--- src/rtl/mem_access_ctrl_pkg.sv ---
// mem_access_pkg: shared encodings and helpers for the data-memory access
// sequencer (mem_access_ctrl).
//   - SZ_* : request size encodings (byte/half/word, 11 reserved)
//   - state_e : controller FSM states
//   - is_aligned / byte_en / store_rep : address check, lane enables and
//     store-data replication for a size/address-offset pair
package mem_access_pkg;

  localparam logic [1:0] SZ_BYTE = 2'b00;
  localparam logic [1:0] SZ_HALF = 2'b01;
  localparam logic [1:0] SZ_WORD = 2'b10;

  typedef enum logic [1:0] {
    IDLE   = 2'b00,
    ACCESS = 2'b01,
    RESP   = 2'b10
  } state_e;

  // Size 11 falls to the default and is always rejected.
  function automatic logic is_aligned(input logic [1:0] size, input logic [1:0] lo);
    case (size)
      SZ_BYTE: return 1'b1;
      SZ_HALF: return ~lo[0];
      SZ_WORD: return (lo == 2'b00);
      default: return 1'b0;
    endcase
  endfunction

  function automatic logic [3:0] byte_en(input logic [1:0] size, input logic [1:0] lo);
    case (size)
      SZ_BYTE: return 4'b0001 << lo;
      SZ_HALF: return lo[1] ? 4'b1100 : 4'b0011;
      SZ_WORD: return 4'b1111;
      default: return 4'b0000;
    endcase
  endfunction

  // Replicating across all lanes lets the byte enables alone pick the target.
  function automatic logic [31:0] store_rep(input logic [1:0] size, input logic [31:0] wdata);
    case (size)
      SZ_BYTE: return {4{wdata[7:0]}};
      SZ_HALF: return {2{wdata[15:0]}};
      default: return wdata;
    endcase
  endfunction

endpackage

--- src/rtl/mem_access_ctrl_if.sv ---
// mem_access_ctrl_if: core load/store request/response signals plus the
// handshaked data-memory bus.
//   modport slave  : the access controller
//   modport master : the environment (core stage + data memory)
interface mem_access_ctrl_if;
  logic        req_valid;
  logic        req_we;
  logic [1:0]  req_size;
  logic        req_unsign;
  logic [31:0] req_addr;
  logic [31:0] req_wdata;
  logic        stall;
  logic        resp_valid;
  logic [31:0] resp_rdata;
  logic        resp_err;
  logic        mem_req;
  logic        mem_we;
  logic [31:0] mem_addr;
  logic [3:0]  mem_be;
  logic [31:0] mem_wdata;
  logic        mem_ack;
  logic [31:0] mem_rdata;

  modport slave (
    input  req_valid, req_we, req_size, req_unsign, req_addr, req_wdata,
    input  mem_ack, mem_rdata,
    output stall, resp_valid, resp_rdata, resp_err,
    output mem_req, mem_we, mem_addr, mem_be, mem_wdata
  );

  modport master (
    output req_valid, req_we, req_size, req_unsign, req_addr, req_wdata,
    output mem_ack, mem_rdata,
    input  stall, resp_valid, resp_rdata, resp_err,
    input  mem_req, mem_we, mem_addr, mem_be, mem_wdata
  );
endinterface

--- src/rtl/mem_access_ctrl_load_align_ext.sv ---
// load_align_ext: picks the addressed byte/halfword lane out of a memory
// read word and sign- or zero-extends it to 32 bits. Words pass unchanged.
//   rdata   : raw memory word
//   addr_lo : request address bits [1:0]
//   size    : SZ_BYTE / SZ_HALF / SZ_WORD
//   unsign  : 1 = zero-extend, 0 = sign-extend
//   data    : aligned, extended result
module load_align_ext
  import mem_access_pkg::*;
(
  input  logic [31:0] rdata,
  input  logic [1:0]  addr_lo,
  input  logic [1:0]  size,
  input  logic        unsign,
  output logic [31:0] data
);

  logic [7:0]  lane_b;
  logic [15:0] lane_h;

  always_comb begin
    lane_b = rdata[{addr_lo, 3'b000} +: 8];
    lane_h = addr_lo[1] ? rdata[31:16] : rdata[15:0];
    data   = rdata;
    case (size)
      SZ_BYTE: data = unsign ? {24'h0, lane_b} : {{24{lane_b[7]}}, lane_b};
      SZ_HALF: data = unsign ? {16'h0, lane_h} : {{16{lane_h[15]}}, lane_h};
      default: data = rdata;
    endcase
  end

endmodule

--- src/rtl/mem_access_ctrl.sv ---
// mem_access_ctrl: multi-cycle load/store sequencer between the core's
// load/store stage and a handshaked data memory. One request at a time;
// the core is stalled while it is in flight.
//   clk, rst : clock (rising edge), asynchronous active-high reset
//   bus      : mem_access_ctrl_if.slave (core request/response + memory bus)
// Optional build macro MEM_TIMEOUT_EN: abort an access with a bus error
// after TIMEOUT_CYC ACCESS cycles without mem_ack.
module mem_access_ctrl
  import mem_access_pkg::*;
#(
  parameter int TIMEOUT_CYC = 255
) (
  input  logic              clk,
  input  logic              rst,
  mem_access_ctrl_if.slave  bus
);

  state_e      state_q, state_d;
  logic        we_q, we_d;
  logic [31:0] addr_q, addr_d;
  logic [3:0]  be_q, be_d;
  logic [31:0] wdata_q, wdata_d;
  logic [1:0]  size_q, size_d;
  logic [1:0]  lane_q, lane_d;
  logic        unsign_q, unsign_d;
  logic        err_q, err_d;
  logic [31:0] rdata_q, rdata_d;
  logic [31:0] ext_data;

`ifdef MEM_TIMEOUT_EN
  localparam int CNT_W = ($clog2(TIMEOUT_CYC + 1) > 8) ? $clog2(TIMEOUT_CYC + 1) : 8;
  logic [CNT_W-1:0] cnt_q, cnt_d;
`endif

  load_align_ext u_ext (
    .rdata   (bus.mem_rdata),
    .addr_lo (lane_q),
    .size    (size_q),
    .unsign  (unsign_q),
    .data    (ext_data)
  );

  always_ff @(posedge clk or posedge rst) begin
    if (rst) begin
      state_q  <= IDLE;
      we_q     <= 1'b0;
      addr_q   <= '0;
      be_q     <= '0;
      wdata_q  <= '0;
      size_q   <= '0;
      lane_q   <= '0;
      unsign_q <= 1'b0;
      err_q    <= 1'b0;
      rdata_q  <= '0;
`ifdef MEM_TIMEOUT_EN
      cnt_q    <= '0;
`endif
    end else begin
      state_q  <= state_d;
      we_q     <= we_d;
      addr_q   <= addr_d;
      be_q     <= be_d;
      wdata_q  <= wdata_d;
      size_q   <= size_d;
      lane_q   <= lane_d;
      unsign_q <= unsign_d;
      err_q    <= err_d;
      rdata_q  <= rdata_d;
`ifdef MEM_TIMEOUT_EN
      cnt_q    <= cnt_d;
`endif
    end
  end

  always_comb begin
    state_d  = state_q;
    we_d     = we_q;
    addr_d   = addr_q;
    be_d     = be_q;
    wdata_d  = wdata_q;
    size_d   = size_q;
    lane_d   = lane_q;
    unsign_d = unsign_q;
    err_d    = err_q;
    rdata_d  = rdata_q;
`ifdef MEM_TIMEOUT_EN
    cnt_d    = cnt_q;
`endif
    case (state_q)
      IDLE: begin
        if (bus.req_valid) begin
          if (is_aligned(bus.req_size, bus.req_addr[1:0])) begin
            state_d  = ACCESS;
            we_d     = bus.req_we;
            addr_d   = {bus.req_addr[31:2], 2'b00};
            be_d     = byte_en(bus.req_size, bus.req_addr[1:0]);
            wdata_d  = store_rep(bus.req_size, bus.req_wdata);
            size_d   = bus.req_size;
            lane_d   = bus.req_addr[1:0];
            unsign_d = bus.req_unsign;
            err_d    = 1'b0;
            rdata_d  = '0;
`ifdef MEM_TIMEOUT_EN
            cnt_d    = '0;
`endif
          end else begin
            // Misaligned: answer with an error without touching memory.
            state_d = RESP;
            err_d   = 1'b1;
            rdata_d = '0;
          end
        end
      end
      ACCESS: begin
        // An ack always wins, even on the cycle the timeout would fire.
        if (bus.mem_ack) begin
          state_d = RESP;
          err_d   = 1'b0;
          rdata_d = we_q ? 32'h0 : ext_data;
        end
`ifdef MEM_TIMEOUT_EN
        else if (cnt_q == CNT_W'(TIMEOUT_CYC - 1)) begin
          state_d = RESP;
          err_d   = 1'b1;
          rdata_d = '0;
        end else begin
          cnt_d = cnt_q + 1'b1;
        end
`endif
      end
      RESP:    state_d = IDLE;
      default: state_d = IDLE;
    endcase
  end

  always_comb begin
    bus.stall      = 1'b0;
    bus.mem_req    = 1'b0;
    bus.mem_we     = 1'b0;
    bus.resp_valid = 1'b0;
    bus.resp_err   = 1'b0;
    case (state_q)
      IDLE:   bus.stall = bus.req_valid;
      ACCESS: begin
        bus.stall   = 1'b1;
        bus.mem_req = 1'b1;
        bus.mem_we  = we_q;
      end
      RESP: begin
        bus.resp_valid = 1'b1;
        bus.resp_err   = err_q;
      end
      default: ;
    endcase
  end

  assign bus.mem_addr   = addr_q;
  assign bus.mem_be     = be_q;
  assign bus.mem_wdata  = wdata_q;
  assign bus.resp_rdata = rdata_q;

endmodule

--- src/flat_wrapper.sv ---
// flat-port wrapper written by rule: the top's interface ports become plain ports
module mem_access_ctrl_flat import mem_access_pkg::*;
#(
  parameter int TIMEOUT_CYC = 255
)
  (clk, rst, bus_req_valid, bus_req_we, bus_req_size, bus_req_unsign, bus_req_addr, bus_req_wdata, bus_mem_ack, bus_mem_rdata, bus_stall, bus_resp_valid, bus_resp_rdata, bus_resp_err, bus_mem_req, bus_mem_we, bus_mem_addr, bus_mem_be, bus_mem_wdata);
  mem_access_ctrl_if bus_i ();
  input  logic clk;
  input  logic rst;
  input wire logic [$bits(bus_i.req_valid)-1:0] bus_req_valid;
  input wire logic [$bits(bus_i.req_we)-1:0] bus_req_we;
  input wire logic [$bits(bus_i.req_size)-1:0] bus_req_size;
  input wire logic [$bits(bus_i.req_unsign)-1:0] bus_req_unsign;
  input wire logic [$bits(bus_i.req_addr)-1:0] bus_req_addr;
  input wire logic [$bits(bus_i.req_wdata)-1:0] bus_req_wdata;
  input wire logic [$bits(bus_i.mem_ack)-1:0] bus_mem_ack;
  input wire logic [$bits(bus_i.mem_rdata)-1:0] bus_mem_rdata;
  output wire logic [$bits(bus_i.stall)-1:0] bus_stall;
  output wire logic [$bits(bus_i.resp_valid)-1:0] bus_resp_valid;
  output wire logic [$bits(bus_i.resp_rdata)-1:0] bus_resp_rdata;
  output wire logic [$bits(bus_i.resp_err)-1:0] bus_resp_err;
  output wire logic [$bits(bus_i.mem_req)-1:0] bus_mem_req;
  output wire logic [$bits(bus_i.mem_we)-1:0] bus_mem_we;
  output wire logic [$bits(bus_i.mem_addr)-1:0] bus_mem_addr;
  output wire logic [$bits(bus_i.mem_be)-1:0] bus_mem_be;
  output wire logic [$bits(bus_i.mem_wdata)-1:0] bus_mem_wdata;
  assign bus_i.req_valid = bus_req_valid;
  assign bus_i.req_we = bus_req_we;
  assign bus_i.req_size = bus_req_size;
  assign bus_i.req_unsign = bus_req_unsign;
  assign bus_i.req_addr = bus_req_addr;
  assign bus_i.req_wdata = bus_req_wdata;
  assign bus_i.mem_ack = bus_mem_ack;
  assign bus_i.mem_rdata = bus_mem_rdata;
  assign bus_stall = bus_i.stall;
  assign bus_resp_valid = bus_i.resp_valid;
  assign bus_resp_rdata = bus_i.resp_rdata;
  assign bus_resp_err = bus_i.resp_err;
  assign bus_mem_req = bus_i.mem_req;
  assign bus_mem_we = bus_i.mem_we;
  assign bus_mem_addr = bus_i.mem_addr;
  assign bus_mem_be = bus_i.mem_be;
  assign bus_mem_wdata = bus_i.mem_wdata;
  mem_access_ctrl #(.TIMEOUT_CYC(TIMEOUT_CYC)) u_core (.clk(clk), .rst(rst), .bus(bus_i));
endmodule
--- config.mk ---
export PLATFORM = sky130hd
export DESIGN_NAME = mem_access_ctrl_flat
export DESIGN_NICKNAME = d
export VERILOG_FILES = /design/src/rtl/mem_access_ctrl_pkg.sv /design/src/rtl/mem_access_ctrl_if.sv /design/src/rtl/mem_access_ctrl_load_align_ext.sv /design/src/rtl/mem_access_ctrl.sv /design/src/flat_wrapper.sv
export SDC_FILE = /design/constraint.sdc
export NUM_CORES = 1
export LEC_CHECK = 0
export ABC_CLOCK_PERIOD_IN_PS = 5600
export BUFFER_PORTS_ARGS = -buffer_cell sky130_fd_sc_hd__buf_2
export CAP_MARGIN = 20
export CORE_ASPECT_RATIO = 1.25
export CORE_MARGIN = 2
export CORE_UTILIZATION = 48
export DETAILED_ROUTE_END_ITERATION = 8
export GPL_ROUTABILITY_DRIVEN = 0
export GPL_TIMING_DRIVEN = 0
export HOLD_SLACK_MARGIN = 0.15
export PLACE_DENSITY = 0.81
export SLEW_MARGIN = 20
export SYNTH_ARGS = -nofsm -noshare
export SYNTH_HDL_FRONTEND = slang
export SYNTH_SLANG_ARGS = --single-unit
export TNS_END_PERCENT = 20
--- constraint.sdc ---
create_clock -name clk -period 5.6 [get_ports clk]
set_input_delay 1.68 -clock clk [delete_from_list [all_inputs] [get_ports clk]]
set_output_delay 1.68 -clock clk [all_outputs]
set_load 0.1 [all_outputs]
Yosys cells after proc, flatten, opt, wreduce, memory -nomap -nowiden
Index checks and enable logic that the tools add are counted.
{ "classes": {"eq_ne": 7, "shift": 2, "mux": 27, "bitwise": 1, "n_reduce_logical": 8} }
{ "ops": {"columns": ["cell", "n"], "rows": [
  ["$pmux W32 S2", 3],
  ["$mux W32", 5],
  ["$shiftx A32 B6 Y8", 1],
  ["$mux W16", 1],
  ["$pmux W4 S3", 1],
  ["$mux W1", 9],
  ["$logic_not A2 Y1", 4],
  ["$eq A2 B1 Y1 const B", 3],
  ["$mux W2", 3],
  ["$reduce_and A3 Y1", 2],
  ["$eq A2 B2 Y1 const B", 2],
  ["$mux W4", 1],
  ["$ne A2 B2 Y1 const B", 2],
  ["$pmux W1 S2", 2],
  ["$pmux W2 S2", 1],
  ["$shl A1 B2 Y4 const A", 1],
  ["$pmux W1 S3", 1],
  ["$reduce_and A2 Y1", 1],
  ["$reduce_bool A2 Y1", 1],
  ["$not A1 Y1", 1]
]} }
{ "word_totals": {"ff_bits": 107, "out_inout_bits": 105} }

Depth between registers and ports, before layout
{ "depth": {"ltp_word": 7, "ltp_mapped": 7} }

Hierarchy
Synthesis repeated with hierarchy kept, for this count alone.
{ "hier_totals": {"hier_cells": 508, "area_unflattened_um2": 5484.0} }
{ "modules_own_cells": {"columns": ["mod", "n_inst", "cells_per_inst", "area_each_um2"], "rows": [
  ["mem_access_ctrl", 1, 386, 4789.6],
  ["load_align_ext", 1, 122, 694.4]
]} }

Least setup slack after synthesis
No wires, ideal clock.
{ "synth_path": {"path_type": "input to output", "start": "input bus_req_valid", "end": "output bus_stall", "arrival_time_ns": 2.964, "path_slack_ns": 0.956, "path_stages": 2, "n_path_buf": 0, "cell_sequence": "nor2_1 nor2_1"} }
{ "synth_via": {"elab_chain_len": 1} }
{ "synth_rtl": {"columns": ["item", "line", "rtl"], "rows": [
  ["start: declaration", "flat_wrapper.sv:10", "input wire logic [$bits(bus_i.req_valid)-1:0] bus_req_valid;"],
  ["$pmux W1 S2", "mem_access_ctrl.sv:142", "case (state_q)"],
  ["end: declaration", "flat_wrapper.sv:18", "output wire logic [$bits(bus_i.stall)-1:0] bus_stall;"]
]} }
No other way between the ends.

Final worst setup path
Ends and elaborated chain as after synthesis.

==> impl_metrics.yaml <==
run_status:
  status: "finished, final reports clean"
setup_path:
  arrival_ns: 2.34
  end_kind: "output pin"
  critPathLaunchType: "input pin"
  required_ns: 3.92
  slowest_delay_ns: 0.44
  cp_top_family: "buffers and inverters"
  path_cells: "buf_2 -> nor2_1 -> nor2_1 -> buf_2"
  crit_buf_inv: 2
  worstSetupPathType: "in -> out"
  crit_slowest_cell: "buf_2"
  critPathMaxFanout: 3
detailed_routing:
  num_vias: 4213
  wirelength_mm: 13.8
  drc_errors: 0
  wl_per_cell_um: 17.9
  viasPerCell: 5.48
  first_pass_iters: 5
  ant_nets: 0
  drtIter0Drc: 132
cts:
  cts_tree: "built"
  root_buffer: "clkbuf_16"
  clk_pin_slew_ns: 0.07
  cts_setup_buffers: 0
  htree_levels: 3
  clock_latency_ns: 0.35
  ctsLongestPathBuffers: 2
  ctsResizeCount: 0
  cts_buffers: 9
  cts.sinks: 107
  holdBufCountCts: 0
die:
  die_y_um: 116
  die_w_um: 93.5
  io_pins: 209
  initial_utilization_pct: 49.8
  core_sq_um: 9660
  die_area_sq_um: 10800
  num_rows: 40
sta:
  hold_viol: 0
  worst_pin_slew_ns: 0.929
  skew_ns: 0.00831
  max-slew-margin-rel_pct: 37.9
  rsz0062_at_grt: "false"
  setup_viol: 0
  slew_viol_final: 0
  finalCritPeriodShare_pct: 71.7
  fin_crit_ns: 4.02
  fmaxAchievable_ghz: 0.249
  timing.hold.ws_ns: 0.476
cells_and_area:
  final-seq-area_sq_um: 2680
  final_cells: 769
  final_common_cell: "buf_2"
  area_delta_synth_final_pct: 31.0
  nets: 742
  final_cell_area_sq_um: 6300
  drive_gt1_share_pct: 44.9
  fillers: 764
  multi_input_area_sq_um: 1970
  final_cell_mix: "buf_2 (212), dfrtp_1 (107), o21ai_0 (52)"
  num_antenna_cells: 0
grt:
  overflow: 0
  grtUsageTotal_pct: 25.7
  antenna_found_initial: 0
  grt_pass1_wl_mm: 21.3
  grt_max_degree: 71
  grt_pass1_vias: 4363
power:
  irDropWorstVdd_v: 0.000456
  power_density_nw_per_um2: 664
  total_power_uw: 4180
  p_leak_uw: 0.00321
yosys:
  yosys_warnings: 0
  syn_avg_cell_area_sq_um: 11.4
  synth.area.top_cells: "dfrtp_1 (56%), mux2_2 (12%), o21ai_0 (5.4%)"
  netlist_instances: 421
  netlist_area_sq_um: 4810
  yosysTopAreaCell: "dfrtp_1"
  yosys.area.top_type_share_pct: 55.7
  yosysSeqAreaShare_pct: 55.7
  synth_cell_types: 39
  ys_seq_elements: 107
placement:
  dp_hpwl_mm: 10.8
  io_buffers: 204
  dpl.cell_count: 753
  place_area_sq_um: 6020
job:
  drv_cap: 0
worst_hold_path:
  hp-class: "reg -> reg"
[state kept, by name, indices dropped and copies added, names as in the netlist]
name,count
u_core.we_q,1
u_core.size_q,2
u_core.bus.mem_wdata,32
u_core.bus.mem_be,4
u_core.bus.resp_rdata,32
u_core.unsign_q,1
u_core.bus.mem_addr,30
u_core.state_q,2
u_core.err_q,1
u_core.lane_q,2
[worst paths after layout]
kind | startpoint | end | slack, ns | cells past startpoint
max | bus_req_valid | bus_stall | 1.58 | 4
min | u_core.bus.mem_wdata[27] | u_core.bus.mem_wdata[27] | 0.48 | 2
max reg2reg | u_core.lane_q[1] | u_core.bus.resp_rdata[11] | 3.48 | 4
min in group asynchronous | rst | u_core.bus.mem_addr[16] | 1.33 | 2
min reg2reg | u_core.bus.mem_wdata[27] | u_core.bus.mem_wdata[27] | 0.48 | 2
max in group asynchronous | rst | u_core.lane_q[0] | 3.62 | 3
[synthesized netlist by cell type]
cell and number:
nand2b_1 4, buf_6 1, nand2_1 49, o21ai_1 1, o31ai_1 2, and4bb_2 1
nor2_1 26, mux2_2 51, a221o_1 16, a2111oi_4 1, a22o_1 1, inv_1 8
nor3b_1 1, conb_1 1, o21ai_0 52, mux2i_1 25, dfrtp_1 107, mux2_4 1
a32oi_1 1, o221ai_1 6, and3_1 1, a22oi_2 1, and2_1 2, nand3_1 3
a21boi_0 6, a221oi_1 2, o2111ai_1 2, nor3_1 2, a21o_1 1, a21oi_1 13
buf_4 2, buf_1 4, a32o_1 1, clkbuf_1 14, o21a_1 1, nor3b_4 1
nand3b_1 1, buf_2 8, o22ai_1 1
[where the power goes]
| part | internal [uW] | total (uW) | leakage, uW | switching, uW |
|---|---|---|---|---|
| clock | 304 | 595 | 0.000132 | 291 |
| sequential | 1010 | 1150 | 0.00135 | 142 |
| combinational | 404 | 2440 | 0.00173 | 2030 |
| total | 1710 | 4180 | 0.00321 | 2470 |
[routing by layer]
metal | routed length [um] | up-vias | track usage (%)
li1 | - | 1944 | -
met1 | 5210 | 2030 | 28.8
met2 | 7020 | 214 | 45.8
met3 | 1200 | 25 | 7.67
met4 | 354 | 0 | 10.4
met5 | 0 | - | 0
[worst min-delay path, delay by kind of cell, from the launching register on]
kind            cells  cell delay [ns]
compound gates      1             0.06
simple gates        1             0.04
flops               1             0.34
[logic make-up (layout without fill, tap and decap cells)]
kind of cell	after synthesis	after routing	share of synthesized area [%]
AOI/OAI and AO/OA	108	108	15.1
DFF	107	107	55.7
and+or+nand+nor	91	91	8.25
muxes	77	77	17.5
buffers and inverters	37	258	3.41
other	1	2	0.0780
[cell type report]
cell class	count	share of cell area, %
buffer	29	2.13
inverter	8	0.556
sequential	107	42.5
timing repair buffer	205	16.6
multi-input combinational	278	31.3
clock buffer	9	3.57
clock inverter	7	0.814
tap	126	2.50
[stage by stage]
stage	worst slack [ns]	TNS, ns	utilization (%)
CTS	1.58	0	65.2
finish	1.58	0	65.2
global placement	-0.00283	-0.0519	62.0
global route	1.53	0	65.2
detailed placement	1.58	0	62.4
floorplan	0.956	0	-
No activity file was read; power rests on OpenSTA's default activity.
